--- src/rtl/time_set_ctrl_pkg.sv ---
// Shared types and constants for the time-setting front end: FSM states,
// BCD time layout, field/button indices and the power-on default time.
package time_set_ctrl_pkg;

    typedef enum logic [2:0] {
        ST_IDLE      = 3'd0,
        ST_EDIT_HOUR = 3'd1,
        ST_EDIT_MIN  = 3'd2,
        ST_EDIT_SEC  = 3'd3,
        ST_COMMIT    = 3'd4
    } state_t;

    typedef struct packed {
        logic [3:0] shi;
        logic [3:0] ge;
    } bcd2_t;

    typedef struct packed {
        bcd2_t hour;
        bcd2_t min;
        bcd2_t sec;
    } hms_t;

    // Field index doubles as the pair position inside blink_mask.
    localparam int FIELD_SEC  = 0;
    localparam int FIELD_MIN  = 1;
    localparam int FIELD_HOUR = 2;

    localparam int BTN_MODE = 0;
    localparam int BTN_INC  = 1;

    localparam hms_t  DEFAULT_TIME = 24'h12_00_00;
    localparam bcd2_t HOUR_MAX     = 8'h23;
    localparam bcd2_t MINSEC_MAX   = 8'h59;

endpackage

--- src/rtl/time_set_ctrl_if.sv ---
// Time bus between time_set_ctrl and the running clock / display logic:
// current time in, committed set time, commit strobe and edit status out.
interface time_set_ctrl_if;
    logic [3:0] cur_sec_ge;
    logic [3:0] cur_sec_shi;
    logic [3:0] cur_min_ge;
    logic [3:0] cur_min_shi;
    logic [3:0] cur_hour_ge;
    logic [3:0] cur_hour_shi;
    logic [3:0] set_sec_ge;
    logic [3:0] set_sec_shi;
    logic [3:0] set_min_ge;
    logic [3:0] set_min_shi;
    logic [3:0] set_hour_ge;
    logic [3:0] set_hour_shi;
    logic       set_time_finish;
    logic       edit_active;
    logic [5:0] blink_mask;

    modport slave (
        input  cur_sec_ge, cur_sec_shi, cur_min_ge, cur_min_shi, cur_hour_ge, cur_hour_shi,
        output set_sec_ge, set_sec_shi, set_min_ge, set_min_shi, set_hour_ge, set_hour_shi,
        output set_time_finish, edit_active, blink_mask
    );

    modport master (
        output cur_sec_ge, cur_sec_shi, cur_min_ge, cur_min_shi, cur_hour_ge, cur_hour_shi,
        input  set_sec_ge, set_sec_shi, set_min_ge, set_min_shi, set_hour_ge, set_hour_shi,
        input  set_time_finish, edit_active, blink_mask
    );
endinterface

--- src/rtl/time_set_ctrl_btn_debounce.sv ---
// Push-button conditioner: 2-FF synchroniser, stability counter, and a
// one-cycle pulse when the accepted level rises.
module time_set_ctrl_btn_debounce #(
    parameter int DEB_CYCLES = 500_000
) (
    input  logic clk,
    input  logic rst_n,
    input  logic btn,
    output logic press
);
    localparam int CW = $clog2(DEB_CYCLES + 1);

    logic          sync1_reg;
    logic          sync2_reg;
    logic          level_reg;
    logic [CW-1:0] cnt_reg;

    always_ff @(posedge clk or negedge rst_n) begin
        if (!rst_n) begin
            sync1_reg <= 1'b0;
            sync2_reg <= 1'b0;
            level_reg <= 1'b0;
            cnt_reg   <= '0;
            press     <= 1'b0;
        end else begin
            sync1_reg <= btn;
            sync2_reg <= sync1_reg;
            press     <= 1'b0;
            // Any cycle agreeing with the accepted level restarts the count.
            if (sync2_reg != level_reg) begin
                if (cnt_reg == CW'(DEB_CYCLES - 1)) begin
                    level_reg <= sync2_reg;
                    cnt_reg   <= '0;
                    press     <= sync2_reg;
                end else begin
                    cnt_reg <= cnt_reg + 1'b1;
                end
            end else begin
                cnt_reg <= '0;
            end
        end
    end
endmodule

--- src/rtl/time_set_ctrl.sv ---
// Button-driven hour/minute/second editor: debounced MODE/INC walk the fields,
// a final MODE commits the edited time with a one-cycle strobe.
module time_set_ctrl
    import time_set_ctrl_pkg::*;
#(
    parameter int DEB_CYCLES   = 500_000,
    parameter int BLINK_CYCLES = 12_500_000,
    parameter int TIMEOUT      = 500_000_000
) (
    input  logic           clk,
    input  logic           rst_n,
    input  logic           btn_mode,
    input  logic           btn_inc,
    time_set_ctrl_if.slave tsc
);
    localparam int BW = $clog2(BLINK_CYCLES + 1);
    localparam int TW = $clog2(TIMEOUT + 1);

    logic [1:0]    btn_raw;
    logic [1:0]    btn_evt;
    logic          mode_evt;
    logic          inc_evt;
    logic          is_edit;
    logic          timeout_hit;
    hms_t          cur_time;
    hms_t          edit_reg;
    hms_t          set_reg;
    state_t        state_reg;
    logic          finish_reg;
    logic          phase_reg;
    logic [BW-1:0] blink_cnt_reg;
    logic [TW-1:0] to_cnt_reg;
    logic [5:0]    blink_mask_next;

    function automatic bcd2_t bcd_inc(input bcd2_t v, input bcd2_t top);
        bcd2_t r;
        if (v == top) begin
            r = '0;
        end else if (v.ge == 4'd9) begin
            r.shi = v.shi + 4'd1;
            r.ge  = 4'd0;
        end else begin
            r.shi = v.shi;
            r.ge  = v.ge + 4'd1;
        end
        return r;
    endfunction

    assign btn_raw[BTN_MODE] = btn_mode;
    assign btn_raw[BTN_INC]  = btn_inc;

    genvar gi;
    generate
        for (gi = 0; gi < 2; gi++) begin : g_btn
            time_set_ctrl_btn_debounce #(
                .DEB_CYCLES(DEB_CYCLES)
            ) u_deb (
                .clk  (clk),
                .rst_n(rst_n),
                .btn  (btn_raw[gi]),
                .press(btn_evt[gi])
            );
        end
    endgenerate

    assign mode_evt = btn_evt[BTN_MODE];
    assign inc_evt  = btn_evt[BTN_INC];
    assign cur_time = {tsc.cur_hour_shi, tsc.cur_hour_ge, tsc.cur_min_shi,
                       tsc.cur_min_ge, tsc.cur_sec_shi, tsc.cur_sec_ge};

    assign is_edit = (state_reg == ST_EDIT_HOUR) || (state_reg == ST_EDIT_MIN) ||
                     (state_reg == ST_EDIT_SEC);
    assign timeout_hit = is_edit && !mode_evt && !inc_evt &&
                         (to_cnt_reg == TW'(TIMEOUT - 1));

    always_ff @(posedge clk or negedge rst_n) begin
        if (!rst_n) begin
            state_reg     <= ST_IDLE;
            edit_reg      <= DEFAULT_TIME;
            set_reg       <= DEFAULT_TIME;
            finish_reg    <= 1'b0;
            phase_reg     <= 1'b0;
            blink_cnt_reg <= '0;
            to_cnt_reg    <= '0;
        end else begin
            finish_reg <= 1'b0;

            case (state_reg)
                ST_IDLE: begin
                    if (mode_evt) begin
                        edit_reg  <= cur_time;
                        state_reg <= ST_EDIT_HOUR;
                    end
                end
                ST_EDIT_HOUR: begin
                    if (mode_evt)         state_reg     <= ST_EDIT_MIN;
                    else if (inc_evt)     edit_reg.hour <= bcd_inc(edit_reg.hour, HOUR_MAX);
                    else if (timeout_hit) state_reg     <= ST_IDLE;
                end
                ST_EDIT_MIN: begin
                    if (mode_evt)         state_reg    <= ST_EDIT_SEC;
                    else if (inc_evt)     edit_reg.min <= bcd_inc(edit_reg.min, MINSEC_MAX);
                    else if (timeout_hit) state_reg    <= ST_IDLE;
                end
                ST_EDIT_SEC: begin
                    // Commit is registered here so set_* and the strobe appear together.
                    if (mode_evt) begin
                        state_reg  <= ST_COMMIT;
                        set_reg    <= edit_reg;
                        finish_reg <= 1'b1;
                    end else if (inc_evt) begin
                        edit_reg.sec <= bcd_inc(edit_reg.sec, MINSEC_MAX);
                    end else if (timeout_hit) begin
                        state_reg <= ST_IDLE;
                    end
                end
                ST_COMMIT: state_reg <= ST_IDLE;
                default:   state_reg <= ST_IDLE;
            endcase

            if (is_edit && !mode_evt && !inc_evt && !timeout_hit) begin
                to_cnt_reg <= to_cnt_reg + 1'b1;
            end else begin
                to_cnt_reg <= '0;
            end

            // A field change (mode) or leaving edit restarts the blink from the lit phase.
            if (is_edit && !mode_evt && !timeout_hit) begin
                if (blink_cnt_reg == BW'(BLINK_CYCLES - 1)) begin
                    blink_cnt_reg <= '0;
                    phase_reg     <= ~phase_reg;
                end else begin
                    blink_cnt_reg <= blink_cnt_reg + 1'b1;
                end
            end else begin
                blink_cnt_reg <= '0;
                phase_reg     <= 1'b0;
            end
        end
    end

    always_comb begin
        blink_mask_next = 6'b000000;
        if (phase_reg) begin
            case (state_reg)
                ST_EDIT_HOUR: blink_mask_next[2*FIELD_HOUR +: 2] = 2'b11;
                ST_EDIT_MIN:  blink_mask_next[2*FIELD_MIN  +: 2] = 2'b11;
                ST_EDIT_SEC:  blink_mask_next[2*FIELD_SEC  +: 2] = 2'b11;
                default:      blink_mask_next = 6'b000000;
            endcase
        end
    end

    assign tsc.set_hour_shi    = set_reg.hour.shi;
    assign tsc.set_hour_ge     = set_reg.hour.ge;
    assign tsc.set_min_shi     = set_reg.min.shi;
    assign tsc.set_min_ge      = set_reg.min.ge;
    assign tsc.set_sec_shi     = set_reg.sec.shi;
    assign tsc.set_sec_ge      = set_reg.sec.ge;
    assign tsc.set_time_finish = finish_reg;
    assign tsc.edit_active     = is_edit;
    assign tsc.blink_mask      = blink_mask_next;
endmodule

--- src/flat_wrapper.sv ---
// flat-port wrapper written by rule: the top's interface ports become plain ports
module time_set_ctrl_flat import time_set_ctrl_pkg::*;
#(
    parameter int DEB_CYCLES   = 500_000,
    parameter int BLINK_CYCLES = 12_500_000,
    parameter int TIMEOUT      = 500_000_000
)
  (clk, rst_n, btn_mode, btn_inc, tsc_cur_sec_ge, tsc_cur_sec_shi, tsc_cur_min_ge, tsc_cur_min_shi, tsc_cur_hour_ge, tsc_cur_hour_shi, tsc_set_sec_ge, tsc_set_sec_shi, tsc_set_min_ge, tsc_set_min_shi, tsc_set_hour_ge, tsc_set_hour_shi, tsc_set_time_finish, tsc_edit_active, tsc_blink_mask);
  time_set_ctrl_if tsc_i ();
  input  logic clk;
  input  logic rst_n;
  input  logic btn_mode;
  input  logic btn_inc;
  input wire logic [$bits(tsc_i.cur_sec_ge)-1:0] tsc_cur_sec_ge;
  input wire logic [$bits(tsc_i.cur_sec_shi)-1:0] tsc_cur_sec_shi;
  input wire logic [$bits(tsc_i.cur_min_ge)-1:0] tsc_cur_min_ge;
  input wire logic [$bits(tsc_i.cur_min_shi)-1:0] tsc_cur_min_shi;
  input wire logic [$bits(tsc_i.cur_hour_ge)-1:0] tsc_cur_hour_ge;
  input wire logic [$bits(tsc_i.cur_hour_shi)-1:0] tsc_cur_hour_shi;
  output wire logic [$bits(tsc_i.set_sec_ge)-1:0] tsc_set_sec_ge;
  output wire logic [$bits(tsc_i.set_sec_shi)-1:0] tsc_set_sec_shi;
  output wire logic [$bits(tsc_i.set_min_ge)-1:0] tsc_set_min_ge;
  output wire logic [$bits(tsc_i.set_min_shi)-1:0] tsc_set_min_shi;
  output wire logic [$bits(tsc_i.set_hour_ge)-1:0] tsc_set_hour_ge;
  output wire logic [$bits(tsc_i.set_hour_shi)-1:0] tsc_set_hour_shi;
  output wire logic [$bits(tsc_i.set_time_finish)-1:0] tsc_set_time_finish;
  output wire logic [$bits(tsc_i.edit_active)-1:0] tsc_edit_active;
  output wire logic [$bits(tsc_i.blink_mask)-1:0] tsc_blink_mask;
  assign tsc_i.cur_sec_ge = tsc_cur_sec_ge;
  assign tsc_i.cur_sec_shi = tsc_cur_sec_shi;
  assign tsc_i.cur_min_ge = tsc_cur_min_ge;
  assign tsc_i.cur_min_shi = tsc_cur_min_shi;
  assign tsc_i.cur_hour_ge = tsc_cur_hour_ge;
  assign tsc_i.cur_hour_shi = tsc_cur_hour_shi;
  assign tsc_set_sec_ge = tsc_i.set_sec_ge;
  assign tsc_set_sec_shi = tsc_i.set_sec_shi;
  assign tsc_set_min_ge = tsc_i.set_min_ge;
  assign tsc_set_min_shi = tsc_i.set_min_shi;
  assign tsc_set_hour_ge = tsc_i.set_hour_ge;
  assign tsc_set_hour_shi = tsc_i.set_hour_shi;
  assign tsc_set_time_finish = tsc_i.set_time_finish;
  assign tsc_edit_active = tsc_i.edit_active;
  assign tsc_blink_mask = tsc_i.blink_mask;
  time_set_ctrl #(.DEB_CYCLES(DEB_CYCLES), .BLINK_CYCLES(BLINK_CYCLES), .TIMEOUT(TIMEOUT)) u_core (.clk(clk), .rst_n(rst_n), .btn_mode(btn_mode), .btn_inc(btn_inc), .tsc(tsc_i));
endmodule
--- config.mk ---
export PLATFORM = sky130hd
export DESIGN_NAME = time_set_ctrl_flat
export DESIGN_NICKNAME = d
export VERILOG_FILES = /design/src/rtl/time_set_ctrl_pkg.sv /design/src/rtl/time_set_ctrl_if.sv /design/src/rtl/time_set_ctrl_btn_debounce.sv /design/src/rtl/time_set_ctrl.sv /design/src/flat_wrapper.sv
export SDC_FILE = /design/constraint.sdc
export NUM_CORES = 1
export LEC_CHECK = 0
export BUFFER_PORTS_ARGS = -buffer_cell sky130_fd_sc_hd__buf_2
export CAP_MARGIN = 20
export CORE_MARGIN = 10
export CORE_UTILIZATION = 54
export CTS_CLUSTER_DIAMETER = 200
export DETAILED_ROUTE_END_ITERATION = 10
export PLACE_DENSITY = 0.72
export RECOVER_POWER = 25
export SKIP_LAST_GASP = 1
export SLEW_MARGIN = 20
export SYNTH_ARGS = -nofsm -noshare
export SYNTH_HDL_FRONTEND = slang
export SYNTH_SLANG_ARGS = --single-unit
export TNS_END_PERCENT = 10
--- constraint.sdc ---
create_clock -name clk -period 1.9 [get_ports clk]
set_input_delay 0.285 -clock clk [delete_from_list [all_inputs] [get_ports clk]]
set_output_delay 0.285 -clock clk [all_outputs]
set_load 0.005 [all_outputs]
==> results_dict.tcl, run 1 <==
set metrics [dict create \
    yosysSeqAreaShare_pct 51.45 \
    start_util_pct 55.46 \
    synth_nets 794 \
    clk_pin_slew_ns 0.06 \
    place.gp.congestion 0.7982 \
    place.port_buffers 59 \
    route.top_layer_used "met4" \
    syn_area_per_cell_um2 9.869 \
    min_path_cells 3 \
    dr.first_iter.drc_count 276 \
    hold_path_end "u_core.edit_reg[6]" \
    synth_mux_area_share_pct 2.874 \
    n_fill_cell 1046 \
    synth-simple-area-share_pct 23.83 \
    r2r_cells 6 \
    peakVddDrop_v 0.0006229 \
    synth_area_leaders "dfrtp_1, nor2_1, xor2_1" \
    wl_met2_um 8274 \
    hold_class "in -> reg" \
    async_flop_share_pct 100.0 \
    grt-ovfl-total 0 \
    r2r_end "u_core.state_reg[1]" \
    dieArea_mm2 0.01879 \
    wl_met1_um 6903 \
    clock_skew_ns 0.006474 \
    ioPinCount 60 \
    hp-start "tsc_cur_sec_shi[2]" \
    final_common_cell "dfrtp_1" \
    final_core_util_pct 67.50 \
    h-tree-depth 4 \
    maxSlewViolCount 0 \
    p_per_area_mw_per_mm2 731.0 \
    rows 42 \
    largest_reg_flops 38 \
    setup_ws_ns -0.05359 \
    required_ns 1.62 \
    route.detailed.drc 0 \
    nNetsFinal 914 \
    switching_share_pct 20.41 \
    grt_use_total_pct 17.56 \
    tightest_slew_ns 1.437 \
    status "finished, violations left" \
    seq_power_share_pct 49.6 \
    clock_sinks 152 \
    violations "setup timing" \
    layout_common_cells "dfrtp_1, nor2_1, nand2_1" \
    synth-adder-area-share_pct 2.705 \
    dp_slack_ns -0.1572 \
    cts_tree "done" \
    routedWlPerCell_um 15.25 \
    slew_headroom_pct 4.203 \
    min_period_ns 1.954 \
    yosysWarnings 0 \
    fp.dieH_um 137.1 \
    hold-worst-slack_ns 0.1416 \
    postRouteAntennaNets 0 \
    ys_ff_latch 152 \
    drive_gt1_share_pct 21.43 \
    rrSetupSlack_ns -0.04 \
    synth_cells 750 \
    synth_edf_count 0 \
    endpoint_kind "primary output" \
    grt_pass1_vias 5820 \
    synth_top_family_by_area "simple AND/OR/NAND/NOR gates" \
    synthesis.area_mm2 0.007402 \
    num_vias 5782 \
    internal_power_uw 5242 \
    clkLatencyLatePin_ns 0.43 \
    crit_fanout 4 \
    vias_per_cell 5.465 \
    areaGrowthSynthToFinish_pct 21.72 \
    routed_wl_um 16140 \
    rsz0062_at_grt "yes" \
    cts_root_buffer "clkbuf_16" \
    antenna_found_initial 0 \
    coreArea_mm2 0.01335 \
    finalHoldViolations 0 \
    finalSetupViolCount 7 \
    path_class "reg -> out" \
    clkPwrFrac_pct 47.8 \
    synth-compound-area-share_pct 6.119 \
    num_antenna_cells 0 \
    final_cell_count_no_fill 1058 \
    synth_top_area_cell "dfrtp_1" \
    synth_cell_types 51 \
    cts_buffers 17 \
    r2r_start "u_core.to_cnt_reg[17]" \
    critPathArrivalTime_ns 1.67 \
    ctsLongestPathBuffers 2 \
    synth_ff_type "dfrtp_1" \
    finalCritPeriodShare_pct 102.8 \
    fmaxAchievable_mhz 511.9 \
    p_sw_uw 1344 \
    total_power_uw 6586 \
    hpwl_um 11100 \
    grt_pass1_wl_um 26820 \
    static-leakage-power_uw 0.004110 \
    dr_wl_met3_um 719 \
    synth-xor-area-share_pct 10.29 \
    firstDrtPassIters 5 \
    grt_max_degree 55 \
    p_comb_share_pct 2.6 \
    die_w_um 137.1 \
    drv_cap 0 \
    synth_top_area_share_pct 50.03 \
    dp_cells 1012 \
    worstSetupStartpointType "flop" \
]
## Yosys cell counts (12+ instances only)
cell / count
a21oi_1: 22
nand2_1: 64
nor3_1: 12
dfrtp_1: 148
ha_1: 16
xnor2_1: 34
xor2_1: 53
o21ai_0: 38
nand3_1: 39
nor2_1: 133
nand4_1: 22
and3_1: 14
mux2_2: 18
inv_1: 20
## per-layer routing
metal	vias up	track usage, %
li1	2818	-
met1	2835	21.03
met2	108	30.00
met3	21	4.106
met4	0	6.674
met5	-	0
## layout make-up
| cell class | count | area [µm²] | area share, % |
|---|---|---|---|
| inverter | 20 | 75.07 | 0.8332 |
| sequential | 152 | 3809 | 42.27 |
| tap | 176 | 220.2 | 2.444 |
| clock buffer | 27 | 503.0 | 5.583 |
| clock inverter | 4 | 45.04 | 0.4999 |
| timing repair buffer | 122 | 873.3 | 9.693 |
| multi-input combinational | 557 | 3485 | 38.68 |
## logic make-up (layout without fill, tap and decap cells)
logic type | after synthesis | count (layout)
buffers and inverters | 43 | 173
AO/OA/AOI/OAI | 78 | 78
adder cells (fa/ha/maj) | 16 | 16
AND/OR/NAND/NOR | 355 | 357
multiplexers | 19 | 19
flip-flops | 152 | 152
XOR/XNOR | 87 | 87
## stage by stage
step | TNS (ns) | cell area, µm²
after detailed placement | -1.632 | 8275
after CTS | -1.005 | 8891
final | -0.2233 | 9010
after global placement | -0.2195 | 8275
after global routing | -2.576 | 9010
after floorplan | 0 | 7417
## how the worst max path moves through the flow
stage                     startpoint                        to  slack (ns)
2_1_floorplan   u_core.to_cnt_reg[0]  u_core.blink_cnt_reg[22]       0.008
3_3_place_gp   u_core.to_cnt_reg[17]  u_core.blink_cnt_reg[14]       -0.01
3_5_place_dp     u_core.edit_reg[17]       u_core.edit_reg[23]       -0.16
4_1_cts        u_core.to_cnt_reg[20]  u_core.blink_cnt_reg[17]       -0.06
5_1_grt          u_core.state_reg[2]         tsc_blink_mask[2]        -0.1
6_report         u_core.state_reg[2]         tsc_blink_mask[2]       -0.05
## repair_timing
action	CTS	global route
endpoints found under the setup margin	35	89
gates cloned	0	2
pin swaps	2	2
hold endpoints to repair	48	0
gates resized for setup	6	12
buffers inserted	3	7
hold buffers	3	0
## power groups by stage
stage | logic [µW] | registers [µW] | clock network (µW)
6_report | 169 | 3270 | 3150
2_1_floorplan | 41.7 | 3320 | 0
5_1_grt | 196 | 3270 | 3350
4_1_cts | 178 | 3270 | 3210
3_5_place_dp | 172 | 3320 | 0
3_3_place_gp | 166 | 3320 | 0
## worst max-delay path, cell delays in order (launching register included)
cell and delay, ns:
dfrtp_1 0.41, or3b_2 0.54, nor2_1 0.15, buf_2 0.14
Power figures use the tool's default switching activity.
==> run 2, diff against run 1 <==
--- a/config.mk
+++ b/config.mk
@@ -7,11 +7,12 @@
 export LEC_CHECK = 0
 export BUFFER_PORTS_ARGS = -buffer_cell sky130_fd_sc_hd__buf_2
 export CAP_MARGIN = 20
+export CORE_ASPECT_RATIO = 1.4
 export CORE_MARGIN = 10
-export CORE_UTILIZATION = 54
+export CORE_UTILIZATION = 65
 export CTS_CLUSTER_DIAMETER = 200
 export DETAILED_ROUTE_END_ITERATION = 10
-export PLACE_DENSITY = 0.72
+export PLACE_DENSITY = 0.82
 export RECOVER_POWER = 25
 export SKIP_LAST_GASP = 1
 export SLEW_MARGIN = 20
==> constraint.sdc (replaced) <==
create_clock -name clk -period 2.4 [get_ports clk]
set_input_delay 0.36 -clock clk [delete_from_list [all_inputs] [get_ports clk]]
set_output_delay 0.36 -clock clk [all_outputs]
set_load 0.005 [all_outputs]
==> run 2 against run 1 <==
  * The run ends with capacitance limit, slew limit left
  * Total power shrank 18%
  * Sequential cell count is the same
  * Sequential share of layout area grew 2.6 points
  * Hold slack lost 0.090 ns
  * Non-clock buffer count shrank 48
  * First-iteration DRC count grew 3.6%
  * Critical endpoint is now tsc_blink_mask[3]
  * Largest cell class unchanged
  * Highest routed layer unchanged
==> results_dict.tcl, run 2 (synthesis gave the netlist of run 1 again) <==
set metrics [dict create \
    status "finished, violations left" \
    violations "capacitance limit, slew limit" \
    grt_max_degree 66 \
    layout_common_cells "dfrtp_1, nor2_1, nand2_1" \
    hpwl_um 10960 \
    tightest_slew_ns 1.619 \
    num_antenna_cells 0 \
    p_comb_share_pct 2.3 \
    rsz0062_at_grt "no" \
    die_w_um 110.2 \
    ioPinCount 60 \
    hp-start "btn_inc" \
    multi_input_area_mm2 0.003392 \
    route.detailed.drc 0 \
    cp-startpoint "u_core.state_reg[0]" \
    cts_tree "done" \
    areaGrowthSynthToFinish_pct 14.76 \
    fp.dieH_um 146.3 \
    clock_sinks 152 \
    internal_power_uw 4312 \
    routed_wl_um 15890 \
    clock_skew_ns 0.006512 \
    nNetsFinal 864 \
    place.port_buffers 59 \
    static-leakage-power_uw 0.003784 \
    path_class "reg -> out" \
    firstDrtPassIters 5 \
    vias_per_cell 5.857 \
    final_common_cell "dfrtp_1" \
    largest_reg_flops 38 \
    crit_fanout 13 \
    postRouteAntennaNets 0 \
    clk_pin_slew_ns 0.06 \
    grt_use_total_pct 20.32 \
    place.gp.congestion 0.8337 \
    cts_post_setup_buffers_inserted 0 \
    clkLatencyLatePin_ns 0.41 \
    coreArea_mm2 0.01122 \
    finalHoldViolations 0 \
    cts_buffers 17 \
    slew_headroom_pct -7.918 \
    rows 46 \
    start_util_pct 65.95 \
    ctsLongestPathBuffers 2 \
    p_per_area_mw_per_mm2 636.3 \
    h-tree-depth 4 \
    switching_share_pct 20.22 \
    hold_class "in -> reg" \
    finalSetupViolCount 0 \
    fmaxAchievable_mhz 448.5 \
    p_sw_uw 1093 \
    dieArea_mm2 0.01612 \
    required_ns 2.04 \
    endpoint_kind "primary output" \
    register_area_mm2 0.003810 \
    peakVddDrop_v 0.0004702 \
    routedWlPerCell_um 16.28 \
    finalCritPeriodShare_pct 92.91 \
    grt-ovfl-total 0 \
    maxSlewViolCount 65 \
    hold-worst-slack_ns 0.05157 \
    r2r_start "u_core.to_cnt_reg[22]" \
    grt_pass1_vias 5868 \
    critPathArrivalTime_ns 1.87 \
    antenna_found_initial 0 \
    grt_pass1_wl_um 26970 \
    num_vias 5716 \
    min_period_ns 2.230 \
    drive_gt1_share_pct 16.23 \
    clkPwrFrac_pct 49.9 \
    finalSetupTns_ns 0 \
    cts_root_buffer "clkbuf_16" \
    seq_power_share_pct 47.9 \
    worstSetupStartpointType "flop" \
    drv_cap 1 \
    dr.first_iter.drc_count 286 \
    n_fill_cell 753 \
]
-- run 2: metrics by stage --
step	cells	total power, µW	worst slack [ns]	utilization (%)	area, µm²
2_1_floorplan	750	2664	0.4448	-	7402
3_3_place_gp	944	2750	0.3347	70.28	7888
3_5_place_dp	944	2755	0.2565	70.28	7888
4_1_cts	976	5435	0.09897	75.75	8502
5_1_grt	976	5564	0.05612	75.69	8494
6_report	976	5405	0.1702	75.69	8494
-- run 2: per-layer routing --
| layer | part of all wire (%) | GRT usage (%) | vias up | wire (µm) |
|---|---|---|---|---|
| met1 | 40 | 24.10 | 2815 | 6278 |
| li1 | - | - | 2713 | - |
| met5 | 0 | 0 | - | 0 |
| met4 | 1.6 | 7.668 | 0 | 249 |
| met2 | 53 | 34.96 | 164 | 8437 |
| met3 | 5.8 | 4.009 | 24 | 921 |
-- run 2: cell type report --
cell class / count / area share [%]
clock inverter: 5 / 1.002
clock buffer: 26 / 6.113
sequential: 152 / 44.85
timing repair buffer: 74 / 5.096
multi-input combinational: 555 / 39.93
tap: 144 / 2.121
inverter: 20 / 0.8838
-- run 2: repair_timing --
item	in CTS	in global routing
hold buffers	1	0
resized for setup	0	1
endpoints found under the setup margin	0	2
endpoints found under the hold margin	56	0
-- run 2: critical path, stage by stage, from the launching register on --
cell,delay (ns)
dfrtp_2,0.48
or3b_2,0.62
nor2_1,0.21
buf_2,0.15
-- run 2: final timing paths --
kind	endpoint	slack, ns	cells after the start
max in group asynchronous	u_core.state_reg[0]	0.40	2
worst max-delay path	tsc_blink_mask[3]	0.17	3
worst min register to register	u_core.g_btn[1].u_deb.sync2_reg	0.36	0
min in group asynchronous	u_core.tsc.set_hour_shi[3]	0.91	2
worst min-delay path	u_core.g_btn[1].u_deb.sync1_reg	0.05	1
worst max register to register	u_core.blink_cnt_reg[9]	0.23	5
-- run 2: power groups by stage --
| stage | sequential, µW | combinational, µW | clock (µW) |
|---|---|---|---|
| after floorplan | 2630 | 33.0 | 0 |
| after global placement | 2630 | 118 | 0 |
| after detailed placement | 2630 | 123 | 0 |
| after CTS | 2590 | 127 | 2720 |
| after global routing | 2590 | 140 | 2840 |
| final | 2590 | 122 | 2700 |
